**src/rtl/dfi_phase_injector.sv**
```systemverilog
// Single-command DFI injector: places one command on a chosen phase, then drives
// write data or read enable and captures the PHY's read response with latency/timeout.
//
// state   | meaning
// IDLE    | cmd_ready high, waiting for a command
// CMD     | command visible on the selected DFI phase (cycle T)
// WAIT_WR | counting down to the wrdata_en cycle (T+WRLAT)
// WAIT_RD | counting latency until rddata_valid or TIMEOUT
// DONE    | one-cycle rsp_valid pulse
module dfi_phase_injector #(
  parameter int NPHASES  = 4,
  parameter int ADDRBITS = 15,
  parameter int BANKBITS = 3,
  parameter int DATABITS = 64,
  parameter int WRLAT    = 2,
  parameter int TIMEOUT  = 32,
  localparam int PHASEBITS = (NPHASES > 1) ? $clog2(NPHASES) : 1
) (
  input  logic                           sys_clk,
  input  logic                           sys_rst,
  input  logic                           cmd_valid,
  output logic                           cmd_ready,
  input  logic [1:0]                     cmd_op,
  input  logic [PHASEBITS-1:0]           cmd_phase,
  input  logic                           cmd_ras_n,
  input  logic                           cmd_cas_n,
  input  logic                           cmd_we_n,
  input  logic [ADDRBITS-1:0]            cmd_address,
  input  logic [BANKBITS-1:0]            cmd_bank,
  input  logic [NPHASES*DATABITS-1:0]    cmd_wrdata,
  input  logic                           cfg_cke,
  input  logic                           cfg_odt,
  input  logic                           cfg_reset_n,
  output logic [NPHASES*ADDRBITS-1:0]    dfi_address,
  output logic [NPHASES*BANKBITS-1:0]    dfi_bank,
  output logic [NPHASES-1:0]             dfi_cs_n,
  output logic [NPHASES-1:0]             dfi_ras_n,
  output logic [NPHASES-1:0]             dfi_cas_n,
  output logic [NPHASES-1:0]             dfi_we_n,
  output logic [NPHASES-1:0]             dfi_cke,
  output logic [NPHASES-1:0]             dfi_odt,
  output logic [NPHASES-1:0]             dfi_reset_n,
  output logic [NPHASES*DATABITS-1:0]    dfi_wrdata,
  output logic [NPHASES-1:0]             dfi_wrdata_en,
  output logic [NPHASES*DATABITS/8-1:0]  dfi_wrdata_mask,
  output logic [NPHASES-1:0]             dfi_rddata_en,
  input  logic [NPHASES*DATABITS-1:0]    dfi_rddata,
  input  logic [NPHASES-1:0]             dfi_rddata_valid,
  output logic                           rsp_valid,
  output logic                           rsp_timeout,
  output logic [7:0]                     rsp_latency,
  output logic [NPHASES*DATABITS-1:0]    rsp_data,
  output logic [7:0]                     stray_count
);

  localparam int WCW = (WRLAT > 1) ? $clog2(WRLAT) : 1;

  localparam logic [1:0] OP_WRITE = 2'd1;
  localparam logic [1:0] OP_READ  = 2'd2;

  typedef enum logic [2:0] {
    S_IDLE,
    S_CMD,
    S_WAIT_WR,
    S_WAIT_RD,
    S_DONE
  } state_t;

  state_t state, next_state;

  logic [1:0]                  op_q;
  logic [NPHASES*DATABITS-1:0] wrdata_q;
  logic [WCW-1:0]              wr_cnt;
  logic [7:0]                  lat_cnt;
  logic                        accept;
  logic                        rd_hit;
  logic                        rd_expire;

  logic [NPHASES*ADDRBITS-1:0] nxt_address;
  logic [NPHASES*BANKBITS-1:0] nxt_bank;
  logic [NPHASES-1:0]          nxt_cs_n;
  logic [NPHASES-1:0]          nxt_ras_n;
  logic [NPHASES-1:0]          nxt_cas_n;
  logic [NPHASES-1:0]          nxt_we_n;
  logic [NPHASES*DATABITS-1:0] nxt_wrdata;
  logic [NPHASES-1:0]          nxt_wrdata_en;
  logic [NPHASES-1:0]          nxt_rddata_en;

  assign dfi_wrdata_mask = '0;
  assign rd_hit    = |dfi_rddata_valid;
  assign rd_expire = (lat_cnt == 8'(TIMEOUT));

  // Output registers hold the value for the cycle we are about to enter, so the
  // command fields are taken live from cmd_* in the acceptance cycle.
  always_comb begin
    next_state    = state;
    accept        = 1'b0;
    nxt_address   = '0;
    nxt_bank      = '0;
    nxt_cs_n      = '1;
    nxt_ras_n     = '1;
    nxt_cas_n     = '1;
    nxt_we_n      = '1;
    nxt_wrdata    = '0;
    nxt_wrdata_en = '0;
    nxt_rddata_en = '0;
    case (state)
      S_IDLE: begin
        if (cmd_valid && cmd_ready) begin
          accept     = 1'b1;
          next_state = S_CMD;
          for (int i = 0; i < NPHASES; i++) begin
            if (cmd_phase == PHASEBITS'(i)) begin
              nxt_cs_n[i] = 1'b0;
              nxt_address[i*ADDRBITS +: ADDRBITS] = cmd_address;
              nxt_bank[i*BANKBITS +: BANKBITS]    = cmd_bank;
              case (cmd_op)
                OP_WRITE: begin
                  nxt_ras_n[i] = 1'b1;
                  nxt_cas_n[i] = 1'b0;
                  nxt_we_n[i]  = 1'b0;
                end
                OP_READ: begin
                  nxt_ras_n[i] = 1'b1;
                  nxt_cas_n[i] = 1'b0;
                  nxt_we_n[i]  = 1'b1;
                end
                default: begin
                  nxt_ras_n[i] = cmd_ras_n;
                  nxt_cas_n[i] = cmd_cas_n;
                  nxt_we_n[i]  = cmd_we_n;
                end
              endcase
            end
          end
          if (cmd_op == OP_READ) nxt_rddata_en = '1;
        end
      end
      S_CMD: begin
        if (op_q == OP_WRITE) begin
          next_state = S_WAIT_WR;
          if (WRLAT == 1) begin
            nxt_wrdata_en = '1;
            nxt_wrdata    = wrdata_q;
          end
        end else if (op_q == OP_READ) begin
          next_state = S_WAIT_RD;
        end else begin
          next_state = S_DONE;
        end
      end
      S_WAIT_WR: begin
        if (wr_cnt == '0) begin
          next_state = S_DONE;
        end else if (wr_cnt == WCW'(1)) begin
          nxt_wrdata_en = '1;
          nxt_wrdata    = wrdata_q;
        end
      end
      S_WAIT_RD: begin
        if (rd_hit || rd_expire) next_state = S_DONE;
      end
      S_DONE:  next_state = S_IDLE;
      default: next_state = S_IDLE;
    endcase
  end

  always_ff @(posedge sys_clk) begin
    if (sys_rst) state <= S_IDLE;
    else         state <= next_state;
  end

  always_ff @(posedge sys_clk) begin
    if (sys_rst) begin
      op_q     <= '0;
      wrdata_q <= '0;
      wr_cnt   <= '0;
      lat_cnt  <= '0;
    end else begin
      if (accept) begin
        op_q     <= cmd_op;
        wrdata_q <= cmd_wrdata;
      end
      if (state == S_CMD)                        wr_cnt <= WCW'(WRLAT - 1);
      else if (state == S_WAIT_WR && wr_cnt != '0) wr_cnt <= wr_cnt - WCW'(1);
      if (state == S_CMD)          lat_cnt <= 8'd1;
      else if (state == S_WAIT_RD) lat_cnt <= lat_cnt + 8'd1;
    end
  end

  always_ff @(posedge sys_clk) begin
    if (sys_rst) begin
      cmd_ready     <= 1'b0;
      dfi_address   <= '0;
      dfi_bank      <= '0;
      dfi_cs_n      <= '1;
      dfi_ras_n     <= '1;
      dfi_cas_n     <= '1;
      dfi_we_n      <= '1;
      dfi_cke       <= '0;
      dfi_odt       <= '0;
      dfi_reset_n   <= '0;
      dfi_wrdata    <= '0;
      dfi_wrdata_en <= '0;
      dfi_rddata_en <= '0;
    end else begin
      cmd_ready     <= (next_state == S_IDLE);
      dfi_address   <= nxt_address;
      dfi_bank      <= nxt_bank;
      dfi_cs_n      <= nxt_cs_n;
      dfi_ras_n     <= nxt_ras_n;
      dfi_cas_n     <= nxt_cas_n;
      dfi_we_n      <= nxt_we_n;
      dfi_cke       <= {NPHASES{cfg_cke}};
      dfi_odt       <= {NPHASES{cfg_odt}};
      dfi_reset_n   <= {NPHASES{cfg_reset_n}};
      dfi_wrdata    <= nxt_wrdata;
      dfi_wrdata_en <= nxt_wrdata_en;
      dfi_rddata_en <= nxt_rddata_en;
    end
  end

  // A valid arriving in the TIMEOUT cycle wins over the timeout.
  always_ff @(posedge sys_clk) begin
    if (sys_rst) begin
      rsp_valid   <= 1'b0;
      rsp_timeout <= 1'b0;
      rsp_latency <= '0;
      rsp_data    <= '0;
      stray_count <= '0;
    end else begin
      rsp_valid <= (next_state == S_DONE);
      if (state == S_WAIT_RD && next_state == S_DONE) begin
        if (rd_hit) begin
          rsp_data    <= dfi_rddata;
          rsp_latency <= lat_cnt;
          rsp_timeout <= 1'b0;
        end else begin
          rsp_data    <= '0;
          rsp_latency <= 8'(TIMEOUT);
          rsp_timeout <= 1'b1;
        end
      end else if (next_state == S_DONE) begin
        rsp_latency <= '0;
        rsp_timeout <= 1'b0;
      end
      if (rd_hit && state != S_WAIT_RD && stray_count != 8'hFF)
        stray_count <= stray_count + 8'd1;
    end
  end

endmodule

```
**config.mk**
```make
export PLATFORM = sky130hd
export DESIGN_NAME = dfi_phase_injector
export DESIGN_NICKNAME = d
export VERILOG_FILES = /design/src/rtl/dfi_phase_injector.sv
export SDC_FILE = /design/constraint.sdc
export NUM_CORES = 1
export LEC_CHECK = 0
export BUFFER_PORTS_ARGS = -buffer_cell sky130_fd_sc_hd__buf_2
export CORE_AREA = 3 3 470 472
export CTS_BUF_LIST = sky130_fd_sc_hd__clkbuf_16
export CTS_CLUSTER_SIZE = 40
export DETAILED_ROUTE_END_ITERATION = 16
export DIE_AREA = 0 0 473 475
export SYNTH_ARGS = -nofsm -noshare
export SYNTH_HDL_FRONTEND = slang
export SYNTH_SLANG_ARGS = --single-unit
```
**constraint.sdc**
```tcl
create_clock -name sys_clk -period 2 [get_ports sys_clk]
set_clock_uncertainty 0.05 [all_clocks]
set_input_delay 0 -clock sys_clk [delete_from_list [all_inputs] [get_ports sys_clk]]
set_output_delay 0 -clock sys_clk [all_outputs]
set_load 0.02 [all_outputs]
```
==> Word level (Yosys, flattened, before mapping) <==
Cells that the tools add are included.
Widths: inputs -> output; s select.
{ "op_classes": {"add_sub_neg": 3, "mul": 0, "div": 0, "order_cmp": 0, "n_eq_ne": 14, "shift": 0, "mux": 28, "n_bitwise": 8, "n_reduce_logical": 22} }
{ "op_table": {"columns": ["cell", "n"], "rows": [
  ["$mux 256", 1],
  ["$mux 8", 3],
  ["$reduce_or 4->1", 5],
  ["$add 8x1->8 const B", 2],
  ["$mux 1", 15],
  ["$mux 3", 5],
  ["$pmux 3 s4", 1],
  ["$eq 2x2->1 const B", 4],
  ["$eq 8x6->1 const B", 1],
  ["$mux 4", 2],
  ["$ne 8x8->1 const B", 1],
  ["$not 1->1", 8],
  ["$eq 2x1->1 const B", 3],
  ["$eq 3x2->1 const B", 2],
  ["$logic_not 3->1", 2],
  ["$reduce_bool 2->1", 3],
  ["$reduce_or 2->1", 3],
  ["$reduce_or 3->1", 2],
  ["$logic_and 1x1->1", 5],
  ["$eq 3x1->1 const B", 1],
  ["$eq 3x3->1 const B", 1],
  ["$ne 3x2->1 const B", 1],
  ["$logic_not 2->1", 1],
  ["$pmux 1 s2", 1],
  ["other kinds (2)", 2]
]} }
{ "word_totals": {"reg_bits": 900, "latchBits": 0, "ramBits": 0, "romBits": 0, "inputBits": 547, "output_inout_bits": 671, "word_cells": 114, "mem_count": 0} }

==> Longest topological paths before layout <==
Gate-level depths: netlist of run 1.
{ "depth": {"word_depth": 7, "ltp_mapped": 8, "depth_no_buf": 6} }

==> Least setup slack after synthesis of run 1 <==
No wires, ideal clock.
{ "synth_timing": {"path_kind": "reg-to-reg", "from": "reg lat_cnt[0]", "to": "reg rsp_timeout", "setup_time_ps": 119, "t_arrival_ps": 1677, "required_time_ps": 1831, "setup_slack_ps": 154, "path_stages_with_launch": 8, "path_buffers": 1, "synth_period_minus_slack_ps": 1846, "path_cell_list": "dfxtp_1 -> inv_1 -> ha_1 -> and4bb_2 -> a211oi_2 -> or3_1 -> buf_4 -> o221a_1"} }
{ "synth_between": {"elab_chain_cells": 7, "elab_cells_between_ends": 8, "cone_classes": "2 x eq/ne; 3 x mux; 3 x reduce/logical"} }
{ "synth_lines": {"columns": ["element", "line", "text"], "rows": [
  ["start, declared", "74", "logic [7:0] lat_cnt;"],
  ["start signal, assigned", "187", "else if (state == S_WAIT_RD) lat_cnt <= lat_cnt + 8'd1;"],
  ["$eq 8x6->1 *", "91", "assign rd_expire = (lat_cnt == 8'(TIMEOUT));"],
  ["$logic_or 1x1->1 *", "161", "if (rd_hit || rd_expire) next_state = S_DONE;"],
  ["$mux 3 *", "161", null],
  ["$pmux 3 s4 *", "107", "case (state)"],
  ["$eq 3x3->1 *", "233, 243", null],
  ["$logic_and 1x1->1", "233", "if (state == S_WAIT_RD && next_state == S_DONE) begin"],
  ["$mux 1 or $reduce_bool 2->1 (tied branches)", null, null],
  ["end signal, assigned", "237", "rsp_timeout <= 1'b0;"],
  ["end signal, assigned", "241", "rsp_timeout <= 1'b1;"],
  ["end signal, assigned", "245", "rsp_timeout <= 1'b0;"],
  ["end, declared", "50", "output logic rsp_timeout,"]
]} }
Mark *: on every way between the ends. The rest lies on a longest branch, timed or not.
A chain may end at the register's enable or synchronous reset.

==> Final worst setup path of run 1 <==
{ "layout_timing": {"from": "reg lat_cnt[0]", "to": "reg rsp_data[169]"} }
{ "layout_between": {"elab_chain_cells": 6} }
{ "layout_lines": {"columns": ["element", "line", "text"], "rows": [
  ["$eq 8x6->1", "91", null],
  ["$logic_or 1x1->1", "161", null],
  ["$mux 3", "161", null],
  ["$pmux 3 s4", "107", null],
  ["$eq 3x3->1", "233", null],
  ["$logic_and 1x1->1", "233", null],
  ["end signal, assigned", "235", "rsp_data <= dfi_rddata;"],
  ["end, declared", "52", "output logic [NPHASES*DATABITS-1:0] rsp_data,"]
]} }
Every way passes these cells.

==> results.sh, run 1 <==
export IMPL_ys_ff_latch=894
export IMPL_ys_warn_count=0
export IMPL_drive_above_1_share_pct=27.6
export IMPL_finalSetupViolations=1
export IMPL_leakage_uw=0.0224
export IMPL_worstHoldEndpoint="rsp_data[63]"
export IMPL_die_area_mm2=0.225
export IMPL_min_from="dfi_rddata[63]"
export IMPL_root_buffer="clkbuf_16"
export IMPL_chipHeight_um=475
export IMPL_start_kind="flop"
export IMPL_post_route_period_util_pct=100
export IMPL_cp_cell_sequence="inv_2 > ha_2 > and4bb_2 > a21oi_4 > buf_12 > buf_12 > clkbuf_16 > o21ai_2 > a21oi_1"
export IMPL_ys_seq_area_share_pct=60.4
export IMPL_drtIter0Drc=1806
export IMPL_grt_overflow=0
export IMPL_p_total_uw=41400
export IMPL_switching_share_pct=24.6
export IMPL_fmax_mhz=498
export IMPL_cts_made_buffers=100
export IMPL_vias_per_cell=3.93
export IMPL_violations="setup timing"
export IMPL_crit_buf_inv=4
export IMPL_run_status="finished with violations"
export IMPL_antenna_found_initial=63
export IMPL_placed_area_mm2=0.0393
export IMPL_r2r_start="lat_cnt[0]"
export IMPL_p_clk_share_pct=46.3
export IMPL_ant_nets=0
export IMPL_ys_async_sr_fraction_pct=0
export IMPL_use_met1_pct=14.6
export IMPL_endpoint_kind="flop"
export IMPL_p_int_uw=31200
export IMPL_drtPass1Iterations=6
export IMPL_area_growth_pct=78.6
export IMPL_ff_latch_area_mm2=0.0179
export IMPL_p_per_area_mw_per_mm2=781
export IMPL_met2_usage_pct=22.1
export IMPL_critPathMaxFanout=8
export IMPL_critical_path_cell_count=9
export IMPL_min_period_ps=2010
export IMPL_reg2regPathDepth=9
export IMPL_p_sw_uw=10200
export IMPL_hpwl_mm=115
export IMPL_cts_sinks=894
export IMPL_fillers=22769
export IMPL_cts_max_path_buffers=3
export IMPL_power_frac_comb_pct=9.4
export IMPL_max_slew_margin_rel_pct=25.8
export IMPL_final_net_count=5913
export IMPL_routed_wl_mm=165
export IMPL_wl_per_cell_um=19.8
export IMPL_ir_worst_vdd_uv=613
export IMPL_tightest_slew_ps=1110
export IMPL_hold_viol_final=0
export IMPL_portBuffers=1185
export IMPL_remaining_drc_errors=0
export IMPL_core_area_mm2=0.217
export IMPL_path_clk_slew_ps=60
export IMPL_synth_main_ff_cell="dfxtp_1"
export IMPL_synth_edf_count=0
export IMPL_hold_path_class="input pin to flop"
export IMPL_grt_pass1_vias=33402
export IMPL_grt_pass1_wl_mm=226
export IMPL_cts_tree="done"
export IMPL_critPathArrivalTime_ps=2610
export IMPL_rrSetupSlack_ps=-8
export IMPL_whs_path_depth=4
export IMPL_drv_slew=0
export IMPL_utilization_pct=24.4
export IMPL_path_class="flop to flop"
export IMPL_gp_congestion=0.896
export IMPL_die_x_um=473
export IMPL_grt_util_all_layers_pct=13.6
export IMPL_path_delay_family="buffers and inverters"
export IMPL_critPathRequiredTime_ps=2600
export IMPL_maxCapViolations=0
export IMPL_setup_ws_ps=-7.70
export IMPL_seqPwrFrac_pct=44.3
export IMPL_r2r_end="rsp_data[169]"
export IMPL_synth_area_mm2=0.0297
export IMPL_pre_cts_ws_ps=-176
export IMPL_rows=171
export IMPL_syn_inst=3247
export IMPL_final_area_mm2=0.0530
export IMPL_crit_slowest_cell="dfxtp_2"
export IMPL_met3_usage_pct=4.49
export IMPL_rsz0062_at_grt="yes"
export IMPL_multi_input_area_mm2=0.0104
export IMPL_crit_top_cell="buf_12"
export IMPL_synth_avg_cell_area_um2=9.13
export IMPL_cpPeakStageDelay_ps=340
export IMPL_grt_max_degree=166
export IMPL_pin_count=1218
export IMPL_synth_distinct_cells=51
export IMPL_busiest_layer="met2"
export IMPL_htreeDepth=3
export IMPL_vias=32711
export IMPL_clk_latency_ps=720
export IMPL_start_util_pct=13.7
-- per-stage QoR --
step                std cells  TNS, ps  hold slack, ps
floorplan                3278        0            71.7
global placement         7117    -1830             161
detailed placement       7117    -1390             170
CTS                      8270        0           0.110
global route             8322     -288            16.1
finish                   8333    -7.70            67.0
-- cells in the final DEF (no fill, tap or decap), types with 5 or more instances in the layout --
cell type	Yosys	routed
buf_2	62	1184
o21ai_0	58	54
nor2_1	15	15
nor2b_1	11	11
buf_4	66	78
clkinvlp_4	0	6
clkbuf_16	0	109
a21oi_1	525	523
buf_12	0	51
nand2_1	535	535
dlygate4sd3_1	0	973
o21ai_1	204	206
clkinv_2	0	9
diode_2	0	42
a32o_1	7	7
bufinv_16	0	12
xor2_1	5	5
clkinv_1	0	19
nor3_1	7	6
conb_1	1	32
nand3_1	264	264
and2_1	329	329
dfxtp_1	894	890
buf_16	0	5
inv_1	10	23
inv_6	0	5
a21o_1	7	7
-- worst max-delay path by stage --
| stage | startpoint | end | slack [ps] |
|---|---|---|---|
| 2_1_floorplan | lat_cnt[0] | rsp_timeout | 150 |
| 3_3_place_gp | op_q[0] | rsp_latency[6] | -200 |
| 3_5_place_dp | op_q[0] | rsp_latency[2] | -180 |
| 4_1_cts | lat_cnt[0] | rsp_data[1] | 0.8 |
| 5_1_grt | lat_cnt[0] | rsp_data[169] | -30 |
| 6_report | lat_cnt[0] | rsp_data[169] | -8 |
-- synthesized netlist by cell type, drive strengths merged, types with 4 or more instances --
cell	instances	share of area, %
nand4	4	0.084
or3	5	0.11
clkbuf	159	2.0
nand3	264	4.5
inv	10	0.13
dfxtp	894	60
xor2	5	0.15
ha	5	0.21
nor2b	11	0.23
nor3	9	0.19
nand2	535	6.8
nor2	15	0.19
a21o	7	0.18
a32o	7	0.24
buf	162	3.2
and2	329	6.9
a21oi	526	8.9
o21ai	262	4.4
-- cells by family (layout without fill, tap and decap cells) --
group | count (synthesis) | in the layout | share of synthesized area, %
and+or+nand+nor | 1194 | 1194 | 19.7
DFF | 894 | 894 | 60.4
AOI/OAI and AO/OA | 813 | 813 | 14.1
buffers and inverters | 331 | 2490 | 5.31
xor gates and xnor gates | 7 | 7 | 0.207
adders and majority gates | 5 | 5 | 0.211
muxes | 2 | 2 | 0.0675
other | 1 | 74 | 0.0126
-- area by class of cell --
| cell class | count | share of cell area, % |
|---|---|---|
| clock inverter | 75 | 1.47 |
| tap | 2854 | 6.74 |
| clock buffer | 103 | 4.87 |
| multi-input combinational | 2053 | 19.6 |
| antenna | 42 | 0.198 |
| inverter | 10 | 0.0709 |
| sequential | 894 | 33.8 |
| timing repair buffer | 2302 | 33.3 |
-- registers in the layout, indices dropped and copies added, names as in the netlist, 2 cells and up --
name,cells
rsp_data,256
wrdata_q,256
op_q,2
dfi_address,60
dfi_bank,12
dfi_ras_n,4
state,3
dfi_cs_n,4
rsp_latency,8
lat_cnt,8
dfi_wrdata,256
dfi_we_n,4
dfi_cas_n,4
stray_count,8
-- per-layer routing --
metal / vias to the layer above / wire length (um)
met4: 28 / 13700
met1: 15398 / 60400
met5: - / 168
met3: 496 / 16000
met2: 1786 / 74700
li1: 15003 / -
-- power groups by stage --
stage	registers, uW	logic [uW]	clock network (uW)
after CTS	18300	3800	19700
after detailed placement	18700	2210	0
after global placement	18700	2190	0
final	18300	3900	19200
after floorplan	18700	1020	0
after global routing	18300	4190	20400
-- tightest hold or removal path, delay by kind of cell --
family	cells	cell delay, ps
simple gates	1	60
buf+inv	2	660
compound gates	1	60
-- repair_timing --
action                                  in CTS  in global routing
cloned                                       1                  7
pin swaps                                    1                  7
hold endpoints to repair                   633                  0
setup buffers                                1                 14
endpoints found under the setup margin      13                226
resized for setup                            5                 19
hold buffers                               973                  0
Power figures use the tool's default switching activity.
==> inputs of run 2 (changes only) <==
- HOLD_SLACK_MARGIN: unset -> 0.12
==> results.sh, run 2 (same netlist as run 1, synthesis figures left out) <==
export IMPL_pin_count=1218
export IMPL_chipHeight_um=475
export IMPL_core_area_mm2=0.217
export IMPL_die_x_um=473
export IMPL_utilization_pct=24.9
export IMPL_cts_sinks=894
export IMPL_setup_tns_ps=-374
export IMPL_hold_path_class="input pin to flop"
export IMPL_path_class="flop to flop"
export IMPL_leakage_uw=0.0228
export IMPL_critPathArrivalTime_ps=2640
export IMPL_rsz0062_at_grt="yes"
export IMPL_maxCapViolations=0
export IMPL_antenna_found_initial=61
export IMPL_die_area_mm2=0.225
export IMPL_fmax_mhz=487
export IMPL_hpwl_mm=115
export IMPL_drtIter0Drc=1959
export IMPL_vias=32938
export IMPL_p_per_area_mw_per_mm2=770
export IMPL_post_route_period_util_pct=103
export IMPL_rows=171
export IMPL_layout_common_cells="buf_2 (1184), dlygate4sd3_1 (1073), dfxtp_1 (890)"
export IMPL_area_growth_pct=82.0
export IMPL_grt_pass1_wl_mm=227
export IMPL_start_util_pct=13.7
export IMPL_grt_max_degree=166
export IMPL_drive_above_1_share_pct=27.2
export IMPL_portBuffers=1185
export IMPL_finalSetupViolations=22
export IMPL_final_net_count=6013
export IMPL_grt_util_all_layers_pct=13.7
export IMPL_drv_slew=0
export IMPL_cts_tree="done"
export IMPL_critPathMaxFanout=7
export IMPL_largest_registers="dfi_wrdata x256, rsp_data x256, wrdata_q x256"
export IMPL_root_buffer="clkbuf_16"
export IMPL_placed_area_mm2=0.0393
export IMPL_ir_worst_vdd_uv=615
export IMPL_tightest_slew_ps=1220
export IMPL_min_period_ps=2050
export IMPL_htreeDepth=3
export IMPL_gp_congestion=0.896
export IMPL_cts_max_path_buffers=3
export IMPL_grt_pass1_vias=33826
export IMPL_hold_viol_final=0
export IMPL_cts_made_buffers=100
export IMPL_final_common_cell="buf_2"
export IMPL_final_area_mm2=0.0540
export IMPL_critPathRequiredTime_ps=2590
export IMPL_fillers=22708
export IMPL_endpoint_kind="flop"
export IMPL_path_clk_slew_ps=60
export IMPL_grt_overflow=0
export IMPL_max_slew_margin_rel_pct=18.9
export IMPL_hold_slack_ps=174
export IMPL_violations="setup timing"
export IMPL_remaining_drc_errors=0
export IMPL_wl_per_cell_um=19.7
export IMPL_ant_nets=0
export IMPL_routed_wl_mm=166
export IMPL_vias_per_cell=3.91
export IMPL_run_status="finished with violations"
export IMPL_start_kind="flop"
export IMPL_setup_ws_ps=-53.7
export IMPL_clk_latency_ps=720
export IMPL_drtPass1Iterations=6
-- run 2: cell types whose count changed in the layout (fill, tap and decap cells not counted), moves of 2 or more --
cell	change
o21ai_0	-10
buf_4	-2
o21ai_1	+9
dlygate4sd3_1	+100
diode_2	-10
buf_6	+2
-- run 2: area by class of cell --
class | count | area (um2) | share of cell area (%)
inverter | 10 | 37.5 | 0.0696
sequential | 894 | 17900 | 33.2
clock inverter | 75 | 781 | 1.45
multi-input combinational | 2053 | 10400 | 19.2
antenna | 32 | 80.1 | 0.148
tap | 2854 | 3570 | 6.62
timing repair buffer | 2402 | 18600 | 34.5
clock buffer | 103 | 2580 | 4.78
-- run 2: metal layers --
layer	routed length [um]	GRT usage, %
met5	184	0
met4	12600	9.90
met3	15700	4.33
met2	76400	22.7
met1	60900	14.7
-- run 2: worst paths after layout --
check	cells past startpoint	slack, ps	start	to
max	10	-50	lat_cnt[0]	rsp_data[81]
min	4	170	cmd_wrdata[98]	wrdata_q[98]
max reg2reg	10	-50	lat_cnt[0]	rsp_data[81]
min reg2reg	1	380	wrdata_q[116]	dfi_wrdata[116]
-- run 2: worst max-delay path, stage by stage (launching register included) --
cell and delay, ps:
dfxtp_2 340, inv_2 50, ha_1 180, and4bb_2 260, a21oi_4 210, buf_4 160
buf_12 110, clkbuf_16 180, buf_6 150, o21ai_1 90, a21oi_1 190
-- run 2: timing repair --
| action | in CTS | in global routing |
|---|---|---|
| resized for setup | 5 | 33 |
| pin swaps | 1 | 7 |
| hold endpoints to repair | 686 | 0 |
| buffers inserted | 1 | 14 |
| hold buffers | 1073 | 0 |
| gates cloned | 1 | 7 |
| endpoints found under the setup margin | 13 | 231 |
-- run 2: per-stage QoR --
| stage | setup slack (ps) | total power [uW] | std cells |
|---|---|---|---|
| 3_3_place_gp | -202 | 20900 | 7117 |
| 3_5_place_dp | -176 | 20900 | 7117 |
| 2_1_floorplan | 154 | 19700 | 3278 |
| 6_report | -53.7 | 41600 | 8423 |
| 4_1_cts | 0.746 | 42000 | 8370 |
| 5_1_grt | -105 | 43100 | 8418 |
-- run 2: where the power goes --
group / internal, uW / leakage, uW / total (uW) / switching [uW]
combinational: 2250 / 0.0139 / 4060 / 1800
clock: 11000 / 0.00168 / 19200 / 8230
sequential: 18100 / 0.00723 / 18300 / 193
==> inputs of run 3 (changes only) <==
- ABC_AREA: unset -> 1
- CORE_AREA: 3 3 470 472 -> 3 3 477 479
- CTS_BUF_LIST: sky130_fd_sc_hd__clkbuf_16 -> sky130_fd_sc_hd__clkbuf_8
- DIE_AREA: 0 0 473 475 -> 0 0 480 482
==> results.sh, run 3 <==
export IMPL_ant_nets=0
export IMPL_pre_cts_ws_ps=69.1
export IMPL_maxCapViolations=0
export IMPL_critPathArrivalTime_ps=2780
export IMPL_finalSetupViolations=11
export IMPL_critPathRequiredTime_ps=2680
export IMPL_ys_ff_latch=894
export IMPL_final_common_cell="buf_2"
export IMPL_path_clk_slew_ps=60
export IMPL_htreeDepth=4
export IMPL_synth_distinct_cells=30
export IMPL_grt_overflow=0
export IMPL_vias_per_cell=3.80
export IMPL_path_class="input pin to flop"
export IMPL_wl_met3_mm=13.7
export IMPL_synth_xor_area_share_pct=0.183
export IMPL_wl_met1_mm=55.8
export IMPL_hold_path_class="flop to flop"
export IMPL_yosysMostFrequentCell="dfxtp_1"
export IMPL_root_buffer="clkbuf_8"
export IMPL_muxShareOfSynthArea_pct=0
export IMPL_drv_slew=0
export IMPL_synth_edf_count=0
export IMPL_cts_made_buffers=153
export IMPL_met2RoutedLength_mm=74.9
export IMPL_grt_util_all_layers_pct=12.6
export IMPL_power_frac_comb_pct=10.8
export IMPL_synth_area_mm2=0.0287
export IMPL_p_int_uw=30200
export IMPL_setup_ws_ps=-95.2
export IMPL_vias=33105
export IMPL_layout_common_cells="buf_2 (1184), dlygate4sd3_1 (1112), dfxtp_1 (893)"
export IMPL_synth_top_cell_by_area="dfxtp_1"
export IMPL_clk_latency_ps=880
export IMPL_portBuffers=1185
export IMPL_ys_async_sr_fraction_pct=0
export IMPL_cts_sinks=894
export IMPL_hold_viol_final=0
export IMPL_wl_per_cell_um=17.9
export IMPL_synth_main_ff_cell="dfxtp_1"
export IMPL_hpwl_mm=105
export IMPL_start_util_pct=12.8
export IMPL_run_status="finished with violations"
export IMPL_p_sw_uw=10600
export IMPL_seqPwrFrac_pct=45.4
export IMPL_grt_pass1_wl_mm=217
export IMPL_grt_max_degree=114
export IMPL_yosysTopAreaCellShare_pct=62.3
export IMPL_max_slew_margin_rel_pct=56.5
export IMPL_synth_avg_cell_area_um2=8.79
export IMPL_violations="setup timing"
export IMPL_tightest_slew_ps=653
export IMPL_rsz0062_at_grt="yes"
export IMPL_p_clk_share_pct=43.7
export IMPL_ys_warn_count=0
export IMPL_cts_tree="done"
export IMPL_chipHeight_um=482
export IMPL_grt_pass1_vias=33921
export IMPL_leakage_uw=0.0226
export IMPL_gp_congestion=0.894
export IMPL_p_per_area_mw_per_mm2=769
export IMPL_post_route_period_util_pct=105
export IMPL_top_layer_used="met5"
export IMPL_drtPass1Iterations=7
export IMPL_cts_max_path_buffers=3
export IMPL_endpoint_kind="flop"
export IMPL_switching_share_pct=26.0
export IMPL_synth_common_cells="dfxtp_1 (894), a21oi_1 (538), nor2_1 (347), inv_1 (309), nand2_1 (309)"
export IMPL_die_area_mm2=0.231
export IMPL_routed_wl_mm=156
export IMPL_core_area_mm2=0.224
export IMPL_largest_registers="dfi_wrdata x256, rsp_data x256, wrdata_q x256"
export IMPL_final_net_count=6138
export IMPL_die_x_um=480
export IMPL_drtIter0Drc=1996
export IMPL_remaining_drc_errors=0
export IMPL_critPathMaxFanout=4
export IMPL_rows=174
export IMPL_ys_seq_area_share_pct=62.3
export IMPL_drive_above_1_share_pct=27.4
export IMPL_synthTopCellsByArea="dfxtp_1 (62%), a21oi_1 (9.4%), nand3_1 (4.8%)"
export IMPL_area_growth_pct=84.5
export IMPL_syn_inst=3265
export IMPL_start_kind="input pin"
export IMPL_min_period_ps=2100
export IMPL_antenna_found_initial=40
export IMPL_synth_fa_ha_area_share_pct=0.218
export IMPL_p_total_uw=40700
export IMPL_ir_worst_vdd_uv=504
export IMPL_pin_count=1218
export IMPL_synth_top_family_by_area="compound AO/OA/AOI/OAI gates"
export IMPL_fmax_mhz=477
export IMPL_synthSimpleGateAreaFrac_pct=13.9
export IMPL_synth_compound_area_share_pct=14.1
-- run 3: cell types whose count changed after synthesis, moves of 15 or more --
cell and change:
buf_4 -15, clkbuf_1 -54, o21ai_0 +211, buf_1 -25, buf_2 +48, and2_1 -328, o21ai_1 -203, nand2_1 -226
nor2_1 +332, inv_1 +299
-- run 3: per-stage QoR --
step | TNS [ps] | hold WS [ps] | area, um2 | cells | util (%)
finish | -592 | 356 | 53000 | 8723 | 23.6
global route | -78.7 | 269 | 53000 | 8721 | 23.6
CTS | 0 | 211 | 52800 | 8692 | 23.6
detailed placement | 0 | 157 | 38300 | 7301 | 17.1
global placement | 0 | 152 | 38300 | 7301 | 17.1
floorplan | 0 | 57.0 | 28800 | 3296 | -
-- run 3: worst paths after layout --
kind | from | endpoint | slack [ps] | cells past startpoint
max | cmd_op[1] | dfi_we_n[3] | -100 | 9
min | wrdata_q[30] | dfi_wrdata[30] | 360 | 2
max reg2reg | state[0] | rsp_data[141] | -50 | 7
min reg2reg | wrdata_q[30] | dfi_wrdata[30] | 360 | 2
-- run 3: power by group through the flow --
| stage | clock, uW | combinational [uW] | sequential (uW) |
|---|---|---|---|
| floorplan | 0 | 1270 | 18900 |
| CTS | 18400 | 4270 | 18500 |
| detailed placement | 0 | 2550 | 18900 |
| global placement | 0 | 2500 | 18900 |
| global route | 19200 | 4770 | 18500 |
| finish | 17800 | 4420 | 18500 |
-- run 3: layout make-up --
cell class | instances | area (um2)
tap | 2992 | 3740
clock inverter | 95 | 763
timing repair buffer | 2416 | 18500
multi-input combinational | 1802 | 8320
inverter | 318 | 1230
fill | 23357 | 171000
timing repair inverter | 1 | 8.76
sequential | 894 | 17900
antenna | 23 | 57.6
clock buffer | 182 | 2500
-- run 3: critical path: stages --
cell and delay [ps]:
dlygate4sd3_1 540, buf_2 120, dlygate4sd3_1 590, ha_2 440, inv_1 80, dlygate4sd3_1 580, o21ai_0 180, buf_4 170
nand2_1 70
-- run 3: cells by family (layout without fill, tap and decap cells) --
logic type               after synthesis  in the layout
AO/OA/AOI/OAI                        809            809
XOR/XNOR                               6              6
adder cells (fa/ha/maj)                5              5
buffers and inverters                600           3012
flip-flops                           894            894
other                                  1             55
AND/OR/NAND/NOR                      950            950
-- run 3: repair_timing --
item | 4_1_cts | 5_1_grt
gates resized for setup | 0 | 14
buffers inserted | 0 | 6
hold endpoints to repair | 772 | 0
setup endpoints to repair | 0 | 99
hold buffers | 1114 | 0
-- run 3: per-layer routing --
metal,up-vias,GRT usage [%]
met5,-,0
met4,8,8.90
met3,503,3.75
met2,1925,21.7
met1,15562,13.1
li1,15107,-
